[config.mk]
export PLATFORM = sky130hd
export DESIGN_NAME = pipe_stage_reg
export DESIGN_NICKNAME = d
export VERILOG_FILES = /design/src/rtl/core_pkg.sv /design/src/rtl/pipe_stage_reg_tnew_dec.sv /design/src/rtl/pipe_stage_reg.sv
export SDC_FILE = /design/constraint.sdc
export NUM_CORES = 1
export LEC_CHECK = 0
export BUFFER_PORTS_ARGS = -buffer_cell sky130_fd_sc_hd__buf_2
export CAP_MARGIN = 20
export CORE_AREA = 4 4 135 137
export CTS_CLUSTER_SIZE = 25
export DETAILED_ROUTE_END_ITERATION = 16
export DIE_AREA = 0 0 139 141
export GPL_ROUTABILITY_DRIVEN = 0
export MAX_ROUTING_LAYER = met4
export PLACE_DENSITY = 0.69
export RECOVER_POWER = 100
export SETUP_SLACK_MARGIN = 0.1
export SYNTH_ARGS = -nofsm -noshare
export SYNTH_HDL_FRONTEND = slang
export SYNTH_SLANG_ARGS = --single-unit
[constraint.sdc]
create_clock -name clk -period 3.3 [get_ports clk]
set_input_delay 0.495 -clock clk [delete_from_list [all_inputs] [get_ports clk]]
set_output_delay 0.495 -clock clk [all_outputs]
set_load 0.05 [all_outputs]
[src/rtl/core_pkg.sv]
// Shared definitions for the five-stage MIPS core: exception codes and
// default values used by the pipeline stage registers.
package core_pkg;

  localparam logic [4:0] EXC_NONE    = 5'd0;
  localparam logic [4:0] EXC_ADEL    = 5'd4;
  localparam logic [4:0] EXC_ADES    = 5'd5;
  localparam logic [4:0] EXC_SYSCALL = 5'd8;
  localparam logic [4:0] EXC_RI      = 5'd10;
  localparam logic [4:0] EXC_OV      = 5'd12;

  localparam logic [31:0] RESET_PC   = 32'h0000_3000;
  localparam logic [31:0] DEF_REQ_PC = 32'h0000_4180;
  localparam int          DEF_TNEW_W = 2;

endpackage

[src/rtl/pipe_stage_reg_tnew_dec.sv]
// Saturating decrement of a stage-relative T_new value: a result that is
// already available stays at zero instead of wrapping.
module tnew_dec #(
  parameter int TNEW_W = 2
) (
  input  logic [TNEW_W-1:0] tnew_i,
  output logic [TNEW_W-1:0] tnew_o
);

  assign tnew_o = (tnew_i == '0) ? '0 : tnew_i - TNEW_W'(1);

endmodule

[src/rtl/pipe_stage_reg.sv]
// Generic pipeline stage register: carries payload, PC, delay-slot flag,
// T_new and exception code, applying reset > Req > stall > bubble > load.
module pipe_stage_reg
  import core_pkg::*;
#(
  parameter int          PAYLOAD_W = 128,
  parameter int          TNEW_W    = core_pkg::DEF_TNEW_W,
  parameter int          EXC_W     = 5,
  parameter logic [31:0] REQ_PC    = core_pkg::DEF_REQ_PC
) (
  input  logic                 clk,
  input  logic                 reset,
  input  logic                 Req,
  input  logic                 stall,
  input  logic                 flush,
  input  logic                 valid_in,
  input  logic [31:0]          PC_in,
  input  logic                 BD_in,
  input  logic [TNEW_W-1:0]    T_new_in,
  input  logic [EXC_W-1:0]     ExcCode_in,
  input  logic [EXC_W-1:0]     ExcCode_stage,
  input  logic [PAYLOAD_W-1:0] payload_in,
  output logic                 valid_out,
  output logic [31:0]          PC_out,
  output logic                 BD_out,
  output logic [TNEW_W-1:0]    T_new_out,
  output logic [EXC_W-1:0]     ExcCode_out,
  output logic [PAYLOAD_W-1:0] payload_out,
  output logic                 exc_pending
);

  logic                 valid_q;
  logic [31:0]          pc_q;
  logic                 bd_q;
  logic [TNEW_W-1:0]    tnew_q;
  logic [EXC_W-1:0]     exc_q;
  logic [PAYLOAD_W-1:0] payload_q;

  logic [TNEW_W-1:0]    tnew_d;
  logic [EXC_W-1:0]     exc_d;

  tnew_dec #(.TNEW_W(TNEW_W)) u_tnew_dec (
    .tnew_i (T_new_in),
    .tnew_o (tnew_d)
  );

  // An exception from an earlier stage is older, so it beats one raised here.
  assign exc_d = (ExcCode_in != '0) ? ExcCode_in : ExcCode_stage;

  always_ff @(posedge clk or negedge reset) begin
    if (!reset) begin
      valid_q   <= 1'b0;
      pc_q      <= '0;
      bd_q      <= 1'b0;
      tnew_q    <= '0;
      exc_q     <= '0;
      payload_q <= '0;
    end else if (Req) begin
      valid_q   <= 1'b0;
      pc_q      <= REQ_PC;
      bd_q      <= 1'b0;
      tnew_q    <= '0;
      exc_q     <= '0;
      payload_q <= '0;
    end else if (!stall) begin
      // Bubbles still carry PC/BD so EPC is right if an interrupt lands on one.
      if (flush || !valid_in) begin
        valid_q   <= 1'b0;
        pc_q      <= PC_in;
        bd_q      <= BD_in;
        tnew_q    <= '0;
        exc_q     <= '0;
        payload_q <= '0;
      end else begin
        valid_q   <= 1'b1;
        pc_q      <= PC_in;
        bd_q      <= BD_in;
        tnew_q    <= tnew_d;
        exc_q     <= exc_d;
        payload_q <= payload_in;
      end
    end
  end

  assign valid_out   = valid_q;
  assign PC_out      = pc_q;
  assign BD_out      = bd_q;
  assign T_new_out   = tnew_q;
  assign ExcCode_out = exc_q;
  assign payload_out = payload_q;
  assign exc_pending = valid_q & (exc_q != '0);

endmodule

* After elaboration in Yosys (flattened, before gate mapping)
Cells that the tools add are included.
W data, S select, Z words.
** Word-level totals
- Logic and storage cells :: 32
- Output and inout port bits :: 170
- Register bits :: 169
- Input port bits :: 179
** Operators by class
- Muxes and demuxes :: 18
- Equal/unequal tests :: 1
- Bitwise logic cells :: 1
- Reductions and logical operators :: 5
- Add/subtract/negate cells :: 1
** Operators with widths (number)
- $mux W128 :: 3
- $mux W32 :: 2
- $mux W5 :: 4
- $reduce_bool A5 Y1 :: 2
- $mux W2 :: 4
- $mux W1 :: 5
- $logic_not A2 Y1 :: 1
- $ne A2 B2 Y1 const B :: 1
- $sub A2 B1 Y2 const B :: 1
- $and A1 B1 Y1 :: 1
- $logic_not A1 Y1 :: 1
- $logic_or A1 B1 Y1 :: 1

* Depth between registers and ports, before layout
Gate-level depths: netlist (run 1).
- Word-level depth :: 5
- Depth in mapped cells :: 6
- Mapped depth without buffers :: 3

* Hierarchy
A second synthesis (run 1) with hierarchy kept.
** Second synthesis, totals
- Cell total of the unflattened synthesis :: 435
- Area total of the unflattened synthesis :: 6251.0 um2
** By module, submodules not included
- pipe_stage_reg :: area each 6234.7 um2, cells an instance 433, instances 1
- tnew_dec :: area each 16.3 um2, cells an instance 2, instances 1

* Worst setup path before layout (run 1)
OpenSTA, ideal clock, no wires.
- Kind :: register -> output
- Start :: register exc_q[0] (netlist: ExcCode_out[0])
- End :: output port exc_pending
- Required time :: 2805 ps
- Buffers on the path :: 0
- Data arrival time :: 1468 ps
- Path slack :: 1337 ps
- Stages on the path, launching flop included :: 3
- Cell sequence :: dfrtp_1 > or4_1 > o21a_1
** On the way
- Cells in the longest elaborated chain, start to end :: 2
** RTL lines
- start: declaration :: line pipe_stage_reg.sv:36 : logic [EXC_W-1:0] exc_q;
- start signal: assignment :: line pipe_stage_reg.sv:56 : exc_q <= '0;
- start signal: assignment :: line pipe_stage_reg.sv:63 : exc_q <= '0;
- start signal: assignment :: line pipe_stage_reg.sv:72 : exc_q <= '0;
- $reduce_bool A5 Y1 :: line pipe_stage_reg.sv:91 : assign exc_pending = valid_q & (exc_q != '0);
- $and A1 B1 Y1 :: line pipe_stage_reg.sv:91
- end: declaration :: line pipe_stage_reg.sv:29 : output logic exc_pending
Every way passes these cells.

* Final worst setup path (run 1)
- Start :: input port Req
- End :: register payload_q[7] (netlist: payload_out[7])
** On the way
- Cells in the longest elaborated chain, start to end :: 1
- Elaborated cells between the ends (all ways) :: 2
** RTL lines
- start: declaration :: line pipe_stage_reg.sv:13 : input logic Req,
- $ne A2 B2 Y1 (no line) or $mux W128 (tied branches)
- end signal: assignment :: line pipe_stage_reg.sv:80 : payload_q <= payload_in;
- end: declaration :: line pipe_stage_reg.sv:37 : logic [PAYLOAD_W-1:0] payload_q;
Several ways; a longest one is shown, not always the timed one.
A chain may end at the register's enable or synchronous reset.

==> results of run 1 <==
-- cell usage in the layout (no fill, tap or decap), drive strengths merged --
cell type / count
clkbuf: 192
clkinv: 3
dfrtp: 169
o21a: 1
a22o: 128
or4: 1
a21oi: 5
nand3: 1
nor3: 2
bufinv: 1
clkinvlp: 3
a21o: 1
nand2: 4
inv: 11
o21ai: 2
nor2: 30
o32ai: 4
nor2b: 4
buf: 182
nor4bb: 5
mux2i: 30
a211o: 3
a32o: 1
nor4b: 1
nor4: 1
-- registers in the layout, summed over array words and instances (netlist names) --
| signal | count |
|---|---|
| BD_out | 1 |
| ExcCode_out | 5 |
| PC_out | 32 |
| T_new_out | 2 |
| payload_out | 128 |
| valid_out | 1 |
-- worst max-delay path by stage --
stage                    from         endpoint  cells past startpoint
2_1_floorplan  ExcCode_out[0]      exc_pending                      2
3_3_place_gp            flush  payload_out[42]                      4
3_5_place_dp            flush  payload_out[40]                      4
4_1_cts        ExcCode_out[0]      exc_pending                      3
5_1_grt                   Req  payload_out[14]                      5
6_report                  Req   payload_out[7]                      5
-- logic make-up after synthesis --
group	share of synthesized area (%)
muxes	4.83
buffers and inverters	3.04
DFF	68.0
and+or+nand+nor	4.11
AOI/OAI and AO/OA	20.0
-- report_power, final --
part	leakage [uW]	internal (uW)	switching, uW	total (uW)
logic	0.00169	170	418	587
registers	0.00231	2130	36.1	2170
clock network	0.000277	1070	891	1960
total	0.00427	3380	1340	4720
-- worst max-delay path: cells and delay by family --
| family | cells | cell delay, ns |
|---|---|---|
| and+or+nand+nor | 1 | 0.25 |
| buffers and inverters | 3 | 1.77 |
| AOI/OAI and AO/OA | 1 | 0.25 |
-- through the flow --
step | instance area [sq um] | hold WS [ns] | power, uW
after floorplan | 6220 | 0.199 | 2560
after global placement | 8180 | 0.472 | 2810
after detailed placement | 8180 | 0.476 | 2820
after CTS | 8760 | 0.0440 | 4800
after global routing | 8530 | 0.269 | 4930
final | 8530 | 0.288 | 4720
-- metal layers --
layer  up-vias  share of wire [%]
met5         -                  0
met4         0                2.9
met3        38                6.5
met2       254                 48
met1      2414                 42
li1       2299                  -
-- final cells by class --
class                           count  area [sq um]  share of cell area (%)
Clock inverter                     14           155                    1.82
Inverter                            4          15.0                   0.176
Timing Repair Buffer              356          1620                    19.0
Sequential cell                   169          4230                    49.6
Multi-Input combinational cell    224          1800                    21.1
Clock buffer                       18           429                    5.03
Tap cell                          225           282                    3.30
==> results.py, run 1 <==
metrics = {
    "status": {
        "outcome": "complete, but fails checks",
        "violations": "max-capacitance violations, max-slew violations",
    },
    "setup_path": {
        "required_ns": 3.60,
        "crit_slowest_cell": "clkbuf_1",
        "arrival_ns": 2.80,
        "rr_endpoint": "ExcCode_out[4]",
        "start_kind": "input port",
        "cp_cell_sequence": "buf_2 > clkbuf_1 > nor2b_1 > buf_4 > a22o_1",
        "endpoint_kind": "register",
        "reg2reg_depth": 2,
        "r2r_slack_ns": 2.41,
        "critPathKind": "in -> reg",
        "worstReg2RegStart": "ExcCode_out[4]",
        "crit_path_max_incr_delay_ns": 1.25,
        "cp_max_fo": 46,
    },
    "yosys": {
        "synth_nets": 614,
        "synth_ff_type": "dfrtp_1",
        "netlist_top_cells_count": "dfrtp_1 (169), a22o_1 (128), mux2i_1 (30), nor2_1 (30), buf_2 (19)",
        "syn_inst": 435,
        "yosysTopAreaCell": "dfrtp_1",
        "synth-seq-area-share_pct": 68.0,
        "yosysUniqueCellTypes": 24,
        "ys_seq_elements": 169,
        "async_flop_share_pct": 100,
        "yosysWarnings": 0,
        "syn_area_sq_mm": 0.00622,
        "synth_top_area_share_pct": 68.0,
        "synth_area_leaders": "dfrtp_1 (68%), a22o_1 (18%), mux2i_1 (4.8%), nor2_1 (1.8%), buf_2 (1.5%)",
        "synth_edf_count": 0,
        "synth_area_per_cell_sq_um": 14.3,
        "synth_most_common_cell": "dfrtp_1",
    },
    "layout": {
        "syn2layout_area_growth_pct": 37.2,
        "finalNonFillerCells": 1010,
        "nFillCells": 1611,
        "n_antenna_cell": 0,
        "finish.net_count": 951,
        "layout-drive-gt1-share_pct": 27.5,
        "utilization_pct": 50.0,
    },
    "routing": {
        "antenna_left": 0,
        "drc_errors": 0,
        "via_count": 5005,
        "via_per_inst": 4.96,
        "drtIter0Drc": 248,
        "drt-wirelength-per-cell_um": 17.6,
        "routed_wl_mm": 17.8,
        "drt-pass1-iter-count": 4,
    },
    "grt": {
        "grt_pass1_vias": 5242,
        "gr-usage-met2_pct": 28.4,
        "grt.busiest_layer": "met2",
        "grt_pass1_wl_mm": 28.2,
        "grt-ovfl-total": 0,
        "met3_usage_pct": 4.21,
        "grt_max_degree": 86,
        "track_usage_pct": 18.4,
        "use_met1_pct": 23.7,
        "antenna_found_initial": 0,
    },
    "clocking": {
        "htree_levels": 4,
        "clk_path_buf_depth": 2,
        "cts_buffers": 17,
        "worstSkewPairLatency_ns": 0.41,
        "cts-resized-gates": 0,
        "cts_setup_buffers": 0,
        "clock-sinks": 169,
        "clk_pin_slew_ns": 0.07,
        "root_buffer": "clkbuf_16",
        "cts_tree": "built",
        "cts_hold_buf": 0,
    },
    "sta": {
        "relSlewSlack_pct": -14.7,
        "finalSetupViolCount": 0,
        "layout_setup_ws_ns": 0.803,
        "drv_slew": 103,
        "min_period_over_period_pct": 75.7,
        "setup_tns_ns": 0,
        "rsz0062_at_grt": "false",
        "period_minus_slack_ns": 2.50,
        "worst_pin_slew_ns": 1.72,
        "fmax_mhz": 400,
        "clock_skew_ns": 0,
        "hold_violations": 0,
    },
    "floorplan": {
        "fp.dieW_um": 139,
        "chipHeight_um": 141,
        "ios": 349,
        "core-area_sq_mm": 0.0171,
        "die_area_sq_mm": 0.0196,
        "start_util_pct": 36.4,
        "rows": 48,
    },
    "min_path": {
        "whs_endpoint": "T_new_out[0]",
        "hold_path_depth": 2,
        "worstHoldPathType": "in -> reg",
        "min_from": "T_new_in[0]",
    },
    "pwr": {
        "power.density_mw_per_mm2": 554,
        "p_leak_uw": 0.00427,
        "max-vdd-ir-drop_mv": 0.405,
    },
    "placed_design": {
        "pre_cts_slack_ns": 1.34,
        "numPlacedInstances": 978,
        "portBuffers": 348,
        "hpwl_mm": 12.6,
    },
    "run": {
        "max-cap-violations": 2,
    },
}
Power figures use the tool's default switching activity.
==> run 2, diff against run 1 <==
--- a/config.mk
+++ b/config.mk
@@ -7,13 +7,13 @@
 export LEC_CHECK = 0
 export BUFFER_PORTS_ARGS = -buffer_cell sky130_fd_sc_hd__buf_2
 export CAP_MARGIN = 20
-export CORE_AREA = 4 4 135 137
+export CORE_AREA = 4 4 132 134
 export CTS_CLUSTER_SIZE = 25
 export DETAILED_ROUTE_END_ITERATION = 16
-export DIE_AREA = 0 0 139 141
+export DIE_AREA = 0 0 136 138
 export GPL_ROUTABILITY_DRIVEN = 0
 export MAX_ROUTING_LAYER = met4
-export PLACE_DENSITY = 0.69
+export PLACE_DENSITY = 0.72
 export RECOVER_POWER = 100
 export SETUP_SLACK_MARGIN = 0.1
 export SYNTH_ARGS = -nofsm -noshare
==> constraint.sdc (replaced) <==
create_clock -name clk -period 2.5 [get_ports clk]
set_input_delay 0.375 -clock clk [delete_from_list [all_inputs] [get_ports clk]]
set_output_delay 0.375 -clock clk [all_outputs]
set_load 0.05 [all_outputs]
==> run 2 against run 1 <==
- the run still ends with max-capacitance violations, max-slew violations left
- worst setup slack got worse by 0.48 ns
- critical endpoint is now exc_pending
- largest cell class unchanged
- global-route usage is 0.67 points higher
- clock power is 37% higher
- critical path type is now reg -> out
==> results.py, run 2 (synthesis results as in run 1) <==
metrics = {
    "setup_path": {
        "r2r_slack_ns": 1.62,
        "crit_start": "ExcCode_out[0]",
        "critPathKind": "reg -> out",
        "start_kind": "register",
        "rr_endpoint": "ExcCode_out[4]",
        "reg2reg_depth": 2,
        "arrival_ns": 1.80,
        "crit_slowest_cell": "or4_1",
        "worstReg2RegStart": "ExcCode_out[4]",
        "required_ns": 2.12,
        "crit_end": "exc_pending",
        "cp_cell_sequence": "or4_1 > o21a_1 > clkbuf_1",
        "cp_max_fo": 3,
        "crit_path_max_incr_delay_ns": 0.52,
        "endpoint_kind": "primary output",
    },
    "sta": {
        "rsz0062_at_grt": "false",
        "setup_tns_ns": 0,
        "drv_slew": 40,
        "fmax_mhz": 459,
        "period_minus_slack_ns": 2.18,
        "clock_skew_ns": 0,
        "layout_setup_ws_ns": 0.322,
        "worst_pin_slew_ns": 1.75,
        "finalSetupViolCount": 0,
        "min_period_over_period_pct": 87.1,
        "relSlewSlack_pct": -16.4,
        "hold_violations": 0,
    },
    "routing": {
        "drt-pass1-iter-count": 4,
        "drc_errors": 0,
        "antenna_left": 0,
        "drtIter0Drc": 252,
        "drt-wirelength-per-cell_um": 17.3,
        "routed_wl_mm": 17.5,
        "via_per_inst": 4.93,
        "via_count": 4975,
    },
    "clocking": {
        "worstSkewPairLatency_ns": 0.42,
        "clk_pin_slew_ns": 0.07,
        "root_buffer": "clkbuf_16",
        "cts_buffers": 17,
        "cts-resized-gates": 0,
        "clock-sinks": 169,
        "htree_levels": 4,
        "clk_path_buf_depth": 2,
        "cts_tree": "built",
    },
    "layout": {
        "layout_common_cells": "buf_2 (177), clkbuf_1 (171), dfrtp_1 (169), a22o_1 (128)",
        "syn2layout_area_growth_pct": 38.7,
        "layout_commonest_cell": "buf_2",
        "fin_area_sq_mm": 0.00862,
        "largest_reg_flops": 128,
        "layout-drive-gt1-share_pct": 28.1,
        "finish.net_count": 955,
        "finalNonFillerCells": 1010,
    },
    "min_path": {
        "worstHoldPathType": "in -> reg",
        "min_from": "T_new_in[0]",
    },
    "status": {
        "outcome": "complete, but fails checks",
        "violations": "max-capacitance violations, max-slew violations",
    },
    "grt": {
        "antenna_found_initial": 1,
        "grt_pass1_vias": 5201,
        "grt_max_degree": 72,
        "grt_pass1_wl_mm": 27.5,
        "track_usage_pct": 19.1,
        "grt-ovfl-total": 0,
    },
    "pwr": {
        "max-vdd-ir-drop_mv": 0.438,
        "p_leak_uw": 0.00433,
        "total_power_uw": 6320,
        "power.density_mw_per_mm2": 733,
    },
    "floorplan": {
        "die_area_sq_mm": 0.0188,
        "rows": 47,
        "chipHeight_um": 138,
        "fp.dieW_um": 136,
        "ios": 349,
        "start_util_pct": 38.2,
        "core-area_sq_mm": 0.0163,
    },
    "placed_design": {
        "hpwl_mm": 12.5,
        "portBuffers": 348,
        "pre_cts_slack_ns": 0.722,
        "placed_area_sq_mm": 0.00823,
        "numPlacedInstances": 976,
    },
    "run": {
        "max-cap-violations": 1,
    },
}
==> run 2: cell count changes in the layout (fill, tap and decap cells not counted), sizes merged <==
cell,before,now
clkbuf,192,191
buf,182,186
clkinv,3,6
clkinvlp,3,0
dlygate4sd3,0,1
diode,0,1
==> run 2: final cells by class <==
class                           instances  area [sq um]
Antenna cell                            1          2.50
Clock buffer                           18           439
Clock inverter                         14           176
Fill cell                            1493          7660
Inverter                                4          15.0
Multi-Input combinational cell        224          1810
Sequential cell                       169          4230
Tap cell                              220           275
Timing Repair Buffer                  360          1680
==> run 2: through the flow <==
step / utilization [%] / hold WS, ns
after floorplan: - / 0.0794
after global placement: 50.5 / 0.381
after detailed placement: 50.5 / 0.385
after CTS: 54.4 / 0.118
after global routing: 52.9 / 0.148
final: 52.9 / 0.146
==> run 2: metal layers <==
layer	wire length [um]	GRT usage, %
met4	484	8.01
met3	1330	4.47
met1	7090	23.4
met5	0	-
met2	8580	30.4
==> run 2: worst min path at each step <==
stage,to,slack (ns),depth (start not counted)
floorplan,BD_out,0.08,0
global placement,payload_out[75],0.38,1
detailed placement,payload_out[75],0.39,1
CTS,T_new_out[0],0.12,2
global route,payload_out[64],0.15,2
finish,T_new_out[0],0.15,2
==> run 2: report_power, final <==
group	internal, uW	total [uW]	switching (uW)
clock network	1460	2680	1210
logic	231	780	550
registers	2810	2860	47.4
==> run 2: timing repair <==
| action | CTS | global route |
|---|---|---|
| hold endpoints to repair | 53 | 0 |
| buffers inserted | 0 | 0 |
| hold buffers | 1 | 0 |
==> run 2: critical path, delay by kind of cell (launching register included) <==
kind	cells	cell delay (ns)
compound gates	1	0.18
buf+inv	1	0.29
simple gates	1	0.52
flops	1	0.40
==> run 3, diff against run 2 <==
--- a/config.mk
+++ b/config.mk
@@ -7,13 +7,13 @@
 export LEC_CHECK = 0
 export BUFFER_PORTS_ARGS = -buffer_cell sky130_fd_sc_hd__buf_2
 export CAP_MARGIN = 20
-export CORE_AREA = 4 4 132 134
+export CORE_AREA = 4 4 135 137
 export CTS_CLUSTER_SIZE = 25
 export DETAILED_ROUTE_END_ITERATION = 16
-export DIE_AREA = 0 0 136 138
+export DIE_AREA = 0 0 139 141
 export GPL_ROUTABILITY_DRIVEN = 0
 export MAX_ROUTING_LAYER = met4
-export PLACE_DENSITY = 0.72
+export PLACE_DENSITY = 0.69
 export RECOVER_POWER = 100
 export SETUP_SLACK_MARGIN = 0.1
 export SYNTH_ARGS = -nofsm -noshare
==> constraint.sdc (replaced) <==
create_clock -name clk -period 2.7 [get_ports clk]
set_input_delay 0.405 -clock clk [delete_from_list [all_inputs] [get_ports clk]]
set_output_delay 0.405 -clock clk [all_outputs]
set_load 0.05 [all_outputs]
==> run 3 against run 2 <==
- the flow now finishes without violations
- clock skew stayed put
- sequential share of layout area increased by 0.38 points
- cell count unchanged
- clock power shrank 7.8%
- worst setup slack better by 0.15 ns
==> results.py, run 3 (synthesis results as in run 1) <==
metrics = {
    "floorplan": {
        "start_util_pct": 36.4,
        "fp.dieW_um": 139,
        "ios": 349,
        "die_area_sq_mm": 0.0196,
        "core-area_sq_mm": 0.0171,
        "chipHeight_um": 141,
        "rows": 48,
    },
    "sta": {
        "fmax_mhz": 448,
        "relSlewSlack_pct": 20.5,
        "period_minus_slack_ns": 2.23,
        "clock_skew_ns": 0,
        "rsz0062_at_grt": "false",
        "min_period_over_period_pct": 82.6,
        "drv_slew": 0,
        "worst_pin_slew_ns": 1.19,
        "setup_tns_ns": 0,
        "hold_violations": 0,
        "finalSetupViolCount": 0,
    },
    "pwr": {
        "switching_share_pct": 26.7,
        "p_leak_uw": 0.00429,
        "power_frac_clock_pct": 42.4,
        "power_switching_uw": 1560,
        "p_int_uw": 4280,
        "total_power_uw": 5840,
        "max-vdd-ir-drop_mv": 0.424,
        "seqPwrFrac_pct": 45.4,
        "power.density_mw_per_mm2": 683,
        "power_frac_comb_pct": 12.3,
    },
    "run": {
        "max-cap-violations": 0,
    },
    "setup_path": {
        "arrival_ns": 1.83,
        "crit_family": "simple AND/OR/NAND/NOR gates",
        "crit_slowest_cell": "or4_1",
        "worstReg2RegStart": "ExcCode_out[4]",
        "start_kind": "register",
        "reg2reg_depth": 2,
        "cp_max_fo": 3,
        "critPathKind": "reg -> out",
        "crit_path_max_incr_delay_ns": 0.54,
        "required_ns": 2.30,
        "crit_buf_inv": 1,
        "endpoint_kind": "primary output",
        "r2r_slack_ns": 1.89,
        "rr_endpoint": "ExcCode_out[4]",
        "cp_cell_sequence": "or4_1 > o21a_1 > clkbuf_1",
    },
    "layout": {
        "layout_commonest_cell": "buf_2",
        "largest_reg_flops": 128,
        "layout_common_cells": "buf_2 (176), clkbuf_1 (171), dfrtp_1 (169), a22o_1 (128)",
        "multi_input_area_sq_mm": 0.00179,
        "nFillCells": 1610,
        "seqCellArea_sq_mm": 0.00423,
        "finish.net_count": 952,
        "layout-drive-gt1-share_pct": 27.6,
        "syn2layout_area_growth_pct": 37.7,
    },
    "clocking": {
        "cts_hold_buf": 1,
        "htree_levels": 4,
        "clk_pin_slew_ns": 0.07,
        "cts_tree": "built",
        "cts_setup_buffers": 0,
        "cts_buffers": 17,
        "worstSkewPairLatency_ns": 0.41,
        "root_buffer": "clkbuf_16",
        "clk_path_buf_depth": 2,
        "clock-sinks": 169,
        "cts-resized-gates": 0,
    },
    "grt": {
        "antenna_found_initial": 1,
        "grt-ovfl-total": 0,
        "grt_max_degree": 85,
        "grt_pass1_vias": 4990,
        "grt_pass1_wl_mm": 27.0,
        "track_usage_pct": 17.8,
    },
    "routing": {
        "via_per_inst": 4.95,
        "drtIter0Drc": 289,
        "drt-pass1-iter-count": 5,
        "antenna_left": 0,
        "drt-wirelength-per-cell_um": 17.4,
        "routed_wl_mm": 17.5,
        "drc_errors": 0,
        "via_count": 5000,
    },
    "min_path": {
        "hold_path_depth": 2,
        "whs_endpoint": "payload_out[19]",
        "worstHoldPathType": "in -> reg",
        "min_from": "payload_in[19]",
    },
    "status": {
        "outcome": "completed",
    },
    "placed_design": {
        "hpwl_mm": 12.4,
        "portBuffers": 348,
    },
}
==> run 3: changes by cell type in the layout (fill, tap and decap cells not counted), moves of 2 or more <==
cell / before / now
bufinv_16: 1 / 3
inv_8: 4 / 2
clkinv_4: 3 / 1
clkinv_8: 3 / 0
clkinv_2: 0 / 2
clkinvlp_4: 0 / 3
==> run 3: how the worst max path moves through the flow <==
stage                              start             end  slack (ns)  cells past startpoint
after global placement               Req  ExcCode_out[4]        0.91                      5
after detailed placement             Req  ExcCode_out[1]        0.86                      5
after CTS                 ExcCode_out[0]     exc_pending        0.53                      3
final                     ExcCode_out[0]     exc_pending        0.47                      3
after floorplan           ExcCode_out[0]     exc_pending        0.83                      2
after global routing      ExcCode_out[0]     exc_pending        0.38                      3
==> run 3: metrics by stage <==
step / setup WS, ns / hold slack (ns) / std cells / utilization (%) / area [sq um]
5_1_grt: 0.378 / 0.187 / 1010 / 50.2 / 8560
2_1_floorplan: 0.827 / 0.109 / 435 / - / 6220
6_report: 0.469 / 0.211 / 1010 / 50.2 / 8560
3_3_place_gp: 0.912 / 0.370 / 978 / 48.0 / 8190
3_5_place_dp: 0.857 / 0.370 / 978 / 48.0 / 8190
4_1_cts: 0.530 / 0.169 / 1009 / 51.6 / 8800
==> run 3: power groups by stage <==
stage	clock network (uW)	registers, uW	logic [uW]
after floorplan	0	2960	162
after global placement	0	2690	745
after detailed placement	0	2690	752
after CTS	2540	2650	753
after global routing	2660	2660	771
final	2470	2650	717
==> run 3: per-layer routing <==
metal | wire length, um | vias up | global-route usage, %
met5 | 0 | - | -
li1 | - | 2299 | -
met2 | 8570 | 249 | 28.0
met4 | 339 | 0 | 5.97
met1 | 7350 | 2427 | 22.7
met3 | 1280 | 25 | 4.51
==> run 3: cell type report <==
class	instances	area share, %
Clock inverter	13	2.00
Sequential cell	169	49.4
Timing Repair Buffer	357	19.2
Multi-Input combinational cell	224	20.9
Antenna cell	1	0.0292
Tap cell	225	3.29
Clock buffer	17	4.97
Inverter	4	0.175
